File: config.mk
export PLATFORM = sky130hd
export DESIGN_NAME = uart_boot_loader
export DESIGN_NICKNAME = d
export VERILOG_FILES = /design/src/rtl/uart_boot_loader.sv
export SDC_FILE = /design/constraint.sdc
export NUM_CORES = 1
export LEC_CHECK = 0
export CORE_UTILIZATION = 40
export CTS_BUF_LIST = sky130_fd_sc_hd__clkbuf_4 sky130_fd_sc_hd__clkbuf_8
export DETAILED_ROUTE_END_ITERATION = 12
export PLACE_DENSITY = 0.6
export SYNTH_ARGS = -nofsm -noshare
export SYNTH_HDL_FRONTEND = slang
export SYNTH_SLANG_ARGS = --single-unit
File: constraint.sdc
create_clock -name clk -period 10.1 [get_ports clk]
set_clock_uncertainty 0.2 [all_clocks]
set_input_delay 2.02 -clock clk [delete_from_list [all_inputs] [get_ports clk]]
set_output_delay 2.02 -clock clk [all_outputs]
set_load 0.01 [all_outputs]
File: src/rtl/uart_boot_loader.sv
// UART boot loader: receives a length-prefixed, XOR-checksummed image over 8N1 serial,
// writes it word by word into program RAM, then releases the core.
module uart_boot_loader #(
  parameter int CLKS_PER_BIT = 434,
  parameter int MAX_WORDS    = 1024
) (
  input  logic        clk,
  input  logic        rst_n,
  input  logic        rx_i,
  output logic [31:0] mem_addr_o,
  output logic [31:0] mem_data_o,
  output logic        mem_we_o,
  output logic        busy_o,
  output logic        core_run_o,
  output logic        err_o
);

  localparam logic [15:0] BIT_LAST  = 16'(CLKS_PER_BIT - 1);
  localparam logic [15:0] HALF_LAST = 16'(CLKS_PER_BIT / 2 - 1);
  localparam logic [31:0] MAX_N     = 32'(MAX_WORDS);

  typedef enum logic [1:0] {RX_IDLE, RX_START, RX_DATA, RX_STOP} rx_state_e;
  typedef enum logic [2:0] {LD_LEN, LD_WORD, LD_CSUM, LD_DONE, LD_ERROR} ld_state_e;

  function automatic logic [7:0] csum_step(input logic [7:0] acc, input logic [7:0] b);
    return acc ^ b;
  endfunction

  logic        rx_s1_q, rx_s2_q, rx_prev_q;
  rx_state_e   rx_state_q, rx_state_d;
  logic [15:0] clk_cnt_q, clk_cnt_d;
  logic [2:0]  bit_cnt_q, bit_cnt_d;
  logic [7:0]  shift_q, shift_d;
  logic        byte_vld_q, byte_vld_d, frame_err_q, frame_err_d;

  ld_state_e   ld_state_q, ld_state_d;
  logic [1:0]  ld_cnt_q, ld_cnt_d;
  logic [31:0] asm_q, asm_d, asm_next;
  logic [31:0] len_q, len_d, widx_q, widx_d;
  logic [7:0]  xor_q, xor_d;
  logic [31:0] addr_q, addr_d, data_q, data_d;
  logic        we_q, we_d, busy_q, busy_d, run_q, run_d, err_q, err_d;

  // Two-flop RX synchroniser plus one delay stage for falling-edge detection
  always_ff @(posedge clk or negedge rst_n) begin
    if (!rst_n) begin
      rx_s1_q   <= 1'b1;
      rx_s2_q   <= 1'b1;
      rx_prev_q <= 1'b1;
    end else begin
      rx_s1_q   <= rx_i;
      rx_s2_q   <= rx_s1_q;
      rx_prev_q <= rx_s2_q;
    end
  end

  // RX bit-timing state register
  always_ff @(posedge clk or negedge rst_n) begin
    if (!rst_n) begin
      rx_state_q  <= RX_IDLE;
      clk_cnt_q   <= 16'd0;
      bit_cnt_q   <= 3'd0;
      shift_q     <= 8'd0;
      byte_vld_q  <= 1'b0;
      frame_err_q <= 1'b0;
    end else begin
      rx_state_q  <= rx_state_d;
      clk_cnt_q   <= clk_cnt_d;
      bit_cnt_q   <= bit_cnt_d;
      shift_q     <= shift_d;
      byte_vld_q  <= byte_vld_d;
      frame_err_q <= frame_err_d;
    end
  end

  // RX next state: mid-bit sampling, start-bit glitch reject, stop-bit check
  always_comb begin
    rx_state_d  = rx_state_q;
    clk_cnt_d   = clk_cnt_q;
    bit_cnt_d   = bit_cnt_q;
    shift_d     = shift_q;
    byte_vld_d  = 1'b0;
    frame_err_d = 1'b0;
    case (rx_state_q)
      RX_IDLE: begin
        clk_cnt_d = 16'd0;
        if (rx_prev_q && !rx_s2_q) rx_state_d = RX_START;
        else                       rx_state_d = RX_IDLE;
      end
      RX_START: begin
        if (clk_cnt_q == HALF_LAST) begin
          clk_cnt_d = 16'd0;
          bit_cnt_d = 3'd0;
          if (!rx_s2_q) rx_state_d = RX_DATA;
          else          rx_state_d = RX_IDLE;
        end else begin
          clk_cnt_d = clk_cnt_q + 16'd1;
        end
      end
      RX_DATA: begin
        if (clk_cnt_q == BIT_LAST) begin
          clk_cnt_d = 16'd0;
          shift_d   = {rx_s2_q, shift_q[7:1]};
          if (bit_cnt_q == 3'd7) rx_state_d = RX_STOP;
          else                   bit_cnt_d  = bit_cnt_q + 3'd1;
        end else begin
          clk_cnt_d = clk_cnt_q + 16'd1;
        end
      end
      RX_STOP: begin
        if (clk_cnt_q == BIT_LAST) begin
          clk_cnt_d  = 16'd0;
          rx_state_d = RX_IDLE;
          if (rx_s2_q) byte_vld_d  = 1'b1;
          else         frame_err_d = 1'b1;
        end else begin
          clk_cnt_d = clk_cnt_q + 16'd1;
        end
      end
      default: rx_state_d = RX_IDLE;
    endcase
  end

  // Loader state register and registered RAM/status outputs
  always_ff @(posedge clk or negedge rst_n) begin
    if (!rst_n) begin
      ld_state_q <= LD_LEN;
      ld_cnt_q   <= 2'd0;
      asm_q      <= 32'd0;
      len_q      <= 32'd0;
      widx_q     <= 32'd0;
      xor_q      <= 8'd0;
      addr_q     <= 32'd0;
      data_q     <= 32'd0;
      we_q       <= 1'b0;
      busy_q     <= 1'b0;
      run_q      <= 1'b0;
      err_q      <= 1'b0;
    end else begin
      ld_state_q <= ld_state_d;
      ld_cnt_q   <= ld_cnt_d;
      asm_q      <= asm_d;
      len_q      <= len_d;
      widx_q     <= widx_d;
      xor_q      <= xor_d;
      addr_q     <= addr_d;
      data_q     <= data_d;
      we_q       <= we_d;
      busy_q     <= busy_d;
      run_q      <= run_d;
      err_q      <= err_d;
    end
  end

  assign asm_next = {shift_q, asm_q[31:8]};

  // Loader next state: bytes shift in from the top so byte k lands at bits 8k+7:8k
  always_comb begin
    ld_state_d = ld_state_q;
    ld_cnt_d   = ld_cnt_q;
    asm_d      = asm_q;
    len_d      = len_q;
    widx_d     = widx_q;
    xor_d      = xor_q;
    addr_d     = addr_q;
    data_d     = data_q;
    we_d       = 1'b0;
    run_d      = run_q;
    err_d      = err_q;
    case (ld_state_q)
      LD_LEN, LD_WORD, LD_CSUM: begin
        if (frame_err_q) begin
          ld_state_d = LD_ERROR;
          err_d      = 1'b1;
        end else if (byte_vld_q) begin
          if (ld_state_q == LD_CSUM) begin
            if (shift_q == xor_q) begin
              ld_state_d = LD_DONE;
              run_d      = 1'b1;
            end else begin
              ld_state_d = LD_ERROR;
              err_d      = 1'b1;
            end
          end else begin
            asm_d    = asm_next;
            ld_cnt_d = ld_cnt_q + 2'd1;
            if (ld_state_q == LD_LEN) begin
              if (ld_cnt_q == 2'd3) begin
                len_d  = asm_next;
                widx_d = 32'd0;
                xor_d  = 8'd0;
                if (asm_next > MAX_N) begin
                  ld_state_d = LD_ERROR;
                  err_d      = 1'b1;
                end else if (asm_next == 32'd0) begin
                  ld_state_d = LD_CSUM;
                end else begin
                  ld_state_d = LD_WORD;
                end
              end else begin
                ld_state_d = LD_LEN;
              end
            end else begin
              xor_d = csum_step(xor_q, shift_q);
              if (ld_cnt_q == 2'd3) begin
                we_d   = 1'b1;
                addr_d = widx_q;
                data_d = asm_next;
                widx_d = widx_q + 32'd1;
                if (widx_q + 32'd1 == len_q) ld_state_d = LD_CSUM;
                else                         ld_state_d = LD_WORD;
              end else begin
                ld_state_d = LD_WORD;
              end
            end
          end
        end else begin
          ld_state_d = ld_state_q;
        end
      end
      LD_DONE:  ld_state_d = LD_DONE;
      LD_ERROR: ld_state_d = LD_ERROR;
      default: begin
        ld_state_d = LD_ERROR;
        err_d      = 1'b1;
      end
    endcase
    busy_d = ((ld_state_d == LD_LEN) && (ld_cnt_d != 2'd0)) ||
             (ld_state_d == LD_WORD) || (ld_state_d == LD_CSUM);
  end

  assign mem_addr_o = addr_q;
  assign mem_data_o = data_q;
  assign mem_we_o   = we_q;
  assign busy_o     = busy_q;
  assign core_run_o = run_q;
  assign err_o      = err_q;

endmodule

# Yosys cells after proc, flatten, opt, wreduce, memory -nomap -nowiden
# Index checks and enable logic that the tools add are counted.
dict set report op_classes {
  addsub 4
  n_lt_le_gt_ge 1
  eq_ne 26
  muxes 54
  bitwise 5
  n_reduce_logical 24
}
# operator n
set op_table {}
lappend op_table {{two-way mux 32 bit} 3}
lappend op_table {{one-hot mux 16 bit (3 select lines)} 1}
lappend op_table {{two-way mux 3 bit} 11}
lappend op_table {{adder 32 x 1 -> 32 bit (second input constant)} 1}
lappend op_table {{equality test 32 bit} 1}
lappend op_table {{greater-than comparator 32 x 11 -> 1 bit (second input constant)} 1}
lappend op_table {{zero test 32 bit} 1}
lappend op_table {{two-way mux 16 bit} 2}
lappend op_table {{two-way mux 2 bit} 11}
lappend op_table {{two-way mux 1 bit} 20}
lappend op_table {{AND reduction 6 bit} 3}
lappend op_table {{adder 16 x 1 -> 16 bit (second input constant)} 1}
lappend op_table {{equality test 16 x 8 -> 1 bit (second input constant)} 1}
lappend op_table {{equality test 16 x 9 -> 1 bit (second input constant)} 1}
lappend op_table {{two-way mux 8 bit} 2}
lappend op_table {{!= test 4 bit (second input constant)} 4}
lappend op_table {{AND reduction 5 bit} 3}
lappend op_table {{one-hot mux 3 bit (2 select lines)} 2}
lappend op_table {{AND reduction 4 bit} 3}
lappend op_table {{!= test 2 bit (second input constant)} 5}
lappend op_table {{equality test 3 x 2 -> 1 bit (second input constant)} 3}
lappend op_table {{equality test 8 bit} 1}
lappend op_table {{one-hot mux 2 bit (4 select lines)} 1}
lappend op_table {{XOR 8 bit} 1}
lappend op_table {{19 further kinds} 31}
dict set report word_totals {
  reg_bits 211
  input_bits 3
  out_inout_bits 68
  elab_cells 135
}

# Depth between registers and ports, before layout
dict set report depth {
  word_depth 13
  ltp_mapped 13
  depth_no_buf 11
}

# Worst setup path after synthesis
# No wires, ideal clock.
dict set report synth_timing {
  kind {register -> register}
  from {reg widx_q[8]}
  to {reg busy_q (netlist: busy_o)}
  setup_ns 0.129
  t_arrival_ns 3.135
  t_required_ns 9.771
  path_slack_ns 6.635
  stages_incl_launch_ff 11
  n_path_buf 1
  period_less_slack_ns 3.465
  path_cell_list {dfrtp_1 -> clkbuf_1 -> nand2_1 -> or4_1 -> or4_1 -> xnor2_1 -> or4_1 -> nor4_2 -> a21o_1 -> a22oi_2 -> o41a_1}
}
dict set report synth_between {
  elab_chain_cells 13
  elab_cells_between_ends 15
  classes_between {add/sub: 1; eq/ne: 3; mux: 7; reduce/logical: 4}
}
# element line_no
set synth_lines {}
lappend synth_lines {{start, declared} 39} ;# logic [31:0] len_q, len_d, widx_q, widx_d;
lappend synth_lines {{start signal, assigned} 144} ;# widx_q <= widx_d;
lappend synth_lines {{adder 32 x 1 -> 32 bit *} 210} ;# if (widx_q + 32'd1 == len_q) ld_state_d = LD_CSUM;
lappend synth_lines {{equality test 32 bit *} 210}
lappend synth_lines {{two-way mux 2 bit *} 210}
lappend synth_lines {{two-way mux 3 bit *} 205} ;# if (ld_cnt_q == 2'd3) begin
lappend synth_lines {{two-way mux 3 bit *} 187} ;# if (ld_state_q == LD_LEN) begin
lappend synth_lines {{two-way mux 3 bit *} 176} ;# if (ld_state_q == LD_CSUM) begin
lappend synth_lines {{two-way mux 3 bit *} 175} ;# end else if (byte_vld_q) begin
lappend synth_lines {{two-way mux 3 bit *} 172} ;# if (frame_err_q) begin
lappend synth_lines {{one-hot mux 3 bit (2 select lines) *} 170} ;# case (ld_state_q)
lappend synth_lines {{zero test 3 bit} 228} ;# busy_d = ((ld_state_d == LD_LEN) && (ld_cnt_d != 2'd0)) ||
lappend synth_lines {{logical AND 1 bit} 228}
lappend synth_lines {{logical OR 1 bit} 228}
lappend synth_lines {{logical OR 1 bit *} 229} ;# (ld_state_d == LD_WORD) || (ld_state_d == LD_CSUM);
lappend synth_lines {{via busy_d} 42} ;# logic we_q, we_d, busy_q, busy_d, run_q, run_d, err_q, err_d;
lappend synth_lines {{end signal, assigned} 149} ;# busy_q <= busy_d;
lappend synth_lines {{end, declared} 42}
# The timed path passes the listed nets; every way through them passes the cells marked *.
# A chain may end at the register's enable or synchronous reset.

# Worst setup path in the final report
dict set report layout_timing {
  from {reg widx_q[4]}
  to {reg busy_q (netlist: busy_o)}
}
# Same word-level chain as after synthesis.

==> results.toml <==
[cts]
clkSinkCount = 203
clkTransAtPathRegs_ps = 60
cts_buffer_depth = 3
clockRootBuffer = "clkbuf_8"
cts_max_level = 2
cts_buffers = 36
hold_buffers = 0
cts_resized = 0
cts_tree = "done"
clk_latency_ps = 520
postCtsSetupBuffers = 0

[flow_run]
maxCapViolCount = 0

[grt]
track_usage = 0.1867
grt_pass1_vias = 6654
overflow = 0
grt_antenna_before_repair = 0
grt_pass1_wl_um = 36270
grt_max_degree = 76

[synth]
yosysSeqAreaShare = 0.5243
avgSynthCellArea_um2 = 11.43
yosysWarnings = 0
synth_edf_count = 0
yosysTopAreaCellShare = 0.5161
ys_ff_latch = 203
yosysUniqueCellTypes = 60
syn_inst = 848
async_reset_ff_frac = 1.000
netlist_area_um2 = 9697
synthTopCellsByArea = "dfrtp_1 (52%), mux2_2 (15%), xnor2_1 (4.0%)"
synth_ff_type = "dfrtp_1"
synth_fp_nets = 858
yosysTopAreaCell = "dfrtp_1"

[hold_path]
whs_endpoint = "rx_s2_q$_DFF_PN1_"
hold_start = "rx_s1_q$_DFF_PN1_"
min_path_cells = 0
hp-class = "flop to flop"

[finish]
area_delta_synth_final_pct = 17.44
diodes = 0
fin_area_um2 = 11390
nets = 909
nFillCells = 2171
layout-drive-gt1-share = 0.2392
utilization = 0.4823
final_cells = 1243

[worst_setup_path]
worstReg2RegEnd = "busy_o$_DFF_PN0_"
cp-end-kind = "flop"
regToRegStartpoint = "widx_q[4]$_DFFE_PN0P_"
crit_fanout = 10
regToRegSetupSlack_ps = 6250
reg2reg_depth = 9
startpoint_type = "flop"
worst-setup-path-type = "flop to flop"
required_ps = 10300
worstPathArrival_ps = 4050

[routing]
drc = 0
drt_iter0_drc = 343
ant_nets = 0
viasPerCell = 5.383
routedWlPerCell_um = 17.63
drt-pass1-iter-count = 4
drt_wl_total_um = 21910
via_count = 6691

[power_and_ir_drop]
power-per-cell-area_nw_per_um2 = 149.4
ir_worst_vdd_mv = 0.1571
p_leak_nw = 5.310

[timing]
hold_ws_ps = 154.8
slew_headroom = 0.1133
rsz0062_at_grt = "no"
max_freq_mhz = 259.8
worstMarginPinSlew_ps = 1320
min_period_ps = 3850
slew_violations = 0
hold_violations = 0
finalSetupViolCount = 0
post-route-period-util = 0.3812
final.setup.tns_ps = 0

[floorplanning]
die_y_um = 157.7
core_um2 = 23610
die_area_um2 = 24870
initial_utilization = 0.4107
pin_count = 71
rows = 56
die_x_um = 157.7

[run_status]
status = "finished clean"

[place]
placed_cell_area_um2 = 10610
gp_congestion = 0.8488
io_buffer_count = 70
hpwl_um = 14670
placedCellCount = 1180
-- flip-flops by register name, indices dropped and copies added (netlist names), 2 cells and up, named ones only --
name and flops:
len_q 32, mem_addr_o 32, mem_data_o 32, widx_q 32, asm_q 24, clk_cnt_q 16, shift_q 8, xor_q 8
bit_cnt_q 3, ld_state_q 3, ld_cnt_q 2
-- Yosys cell counts, types with 2 or more instances --
library cell	count
a21o_1	9
a21oi_1	12
a22o_1	31
a31o_2	3
a31oi_1	2
and2_1	4
and3_1	8
and4_1	3
buf_1	10
buf_2	14
clkbuf_1	40
dfrtp_1	200
dfstp_2	3
ha_1	7
inv_1	8
mux2_2	132
mux2i_1	2
nand2_1	69
nand2b_1	2
nand3_1	23
nand4_1	22
nand4b_1	3
nor2_1	35
nor2b_1	6
nor3_1	23
nor3b_1	4
nor4_1	11
o211ai_1	3
o21ai_0	36
o31ai_1	10
or2_2	3
or3_1	3
or4_1	12
xnor2_1	44
xor2_1	26
-- layout by cell type (no fill, tap or decap), types with 4 or more instances in the layout --
master	instances
a22o_1	31
or4_1	12
buf_4	8
nor2_1	35
and2_1	4
nand3_1	23
nor2b_1	6
clkbuf_8	47
dfrtp_1	200
nor4_1	11
xor2_1	26
o21ai_0	36
mux2_2	132
xnor2_1	44
clkdlybuf4s50_1	69
ha_1	7
inv_1	8
o31ai_1	10
nand2_1	68
nand4_1	22
and3_1	8
a21oi_1	12
nor3_1	23
a21o_1	9
clkbuf_4	11
-- cell families (layout without fill, tap and decap cells) --
family	after synthesis	after routing	share of synthesized area
buffers and inverters	73	149	0.03019
AO/OA/AOI/OAI	120	120	0.08645
XOR/XNOR	70	70	0.06323
AND/OR/NAND/NOR	241	241	0.1315
multiplexers	134	134	0.1554
flip-flops	203	203	0.5243
adder cells (fa/ha/maj)	7	7	0.009032
-- where the power goes --
| part | internal [W] | switching (W) | leakage (nW) |
|---|---|---|---|
| Sequential | 0.000823 | 0.0000140 | 2.82 |
| Clock | 0.000475 | 0.000332 | 0.404 |
| Combinational | 0.0000179 | 0.0000398 | 2.08 |
| Total | 0.00132 | 0.000386 | 5.31 |
-- routing by layer --
metal	part of all wire	track usage
met5	0	0
met4	0.016	0.05687
met3	0.042	0.03093
met2	0.46	0.2887
met1	0.49	0.2673
-- how the worst max path moves through the flow --
stage	from	to	cells after the start
after global routing	widx_q[4]$_DFFE_PN0P_	busy_o$_DFF_PN0_	9
after CTS	widx_q[3]$_DFFE_PN0P_	busy_o$_DFF_PN0_	9
after floorplan	widx_q[8]$_DFFE_PN0P_	busy_o$_DFF_PN0_	10
final	widx_q[4]$_DFFE_PN0P_	busy_o$_DFF_PN0_	9
after detailed placement	widx_q[4]$_DFFE_PN0P_	busy_o$_DFF_PN0_	9
after global placement	widx_q[3]$_DFFE_PN0P_	busy_o$_DFF_PN0_	9
-- cell type report --
class	instances	area, µm²	area share
inverter	8	30.03	0.002637
clock buffer	57	715.7	0.06284
tap	319	399.1	0.03505
multi-input combinational	572	4333	0.3805
timing repair buffer	78	764.5	0.06713
sequential	203	5084	0.4464
clock inverter	6	62.56	0.005493
-- critical path: stages, from the launching register on --
cell	delay, ps
dfrtp_1	540
nand3_2	200
or4_1	640
or4_1	500
xnor2_1	150
or4_1	430
nor4_2	370
a21o_1	170
a22oi_2	70
o41a_1	450
-- per-stage QoR --
| step | setup slack [ps] | total power [W] |
|---|---|---|
| 4_1_cts | 6230 | 0.001731 |
| 2_1_floorplan | 6635 | 0.0008788 |
| 3_3_place_gp | 6319 | 0.0009104 |
| 6_report | 6250 | 0.001701 |
| 5_1_grt | 6085 | 0.001779 |
| 3_5_place_dp | 6248 | 0.0009102 |
No activity file was read; power rests on OpenSTA's default activity.
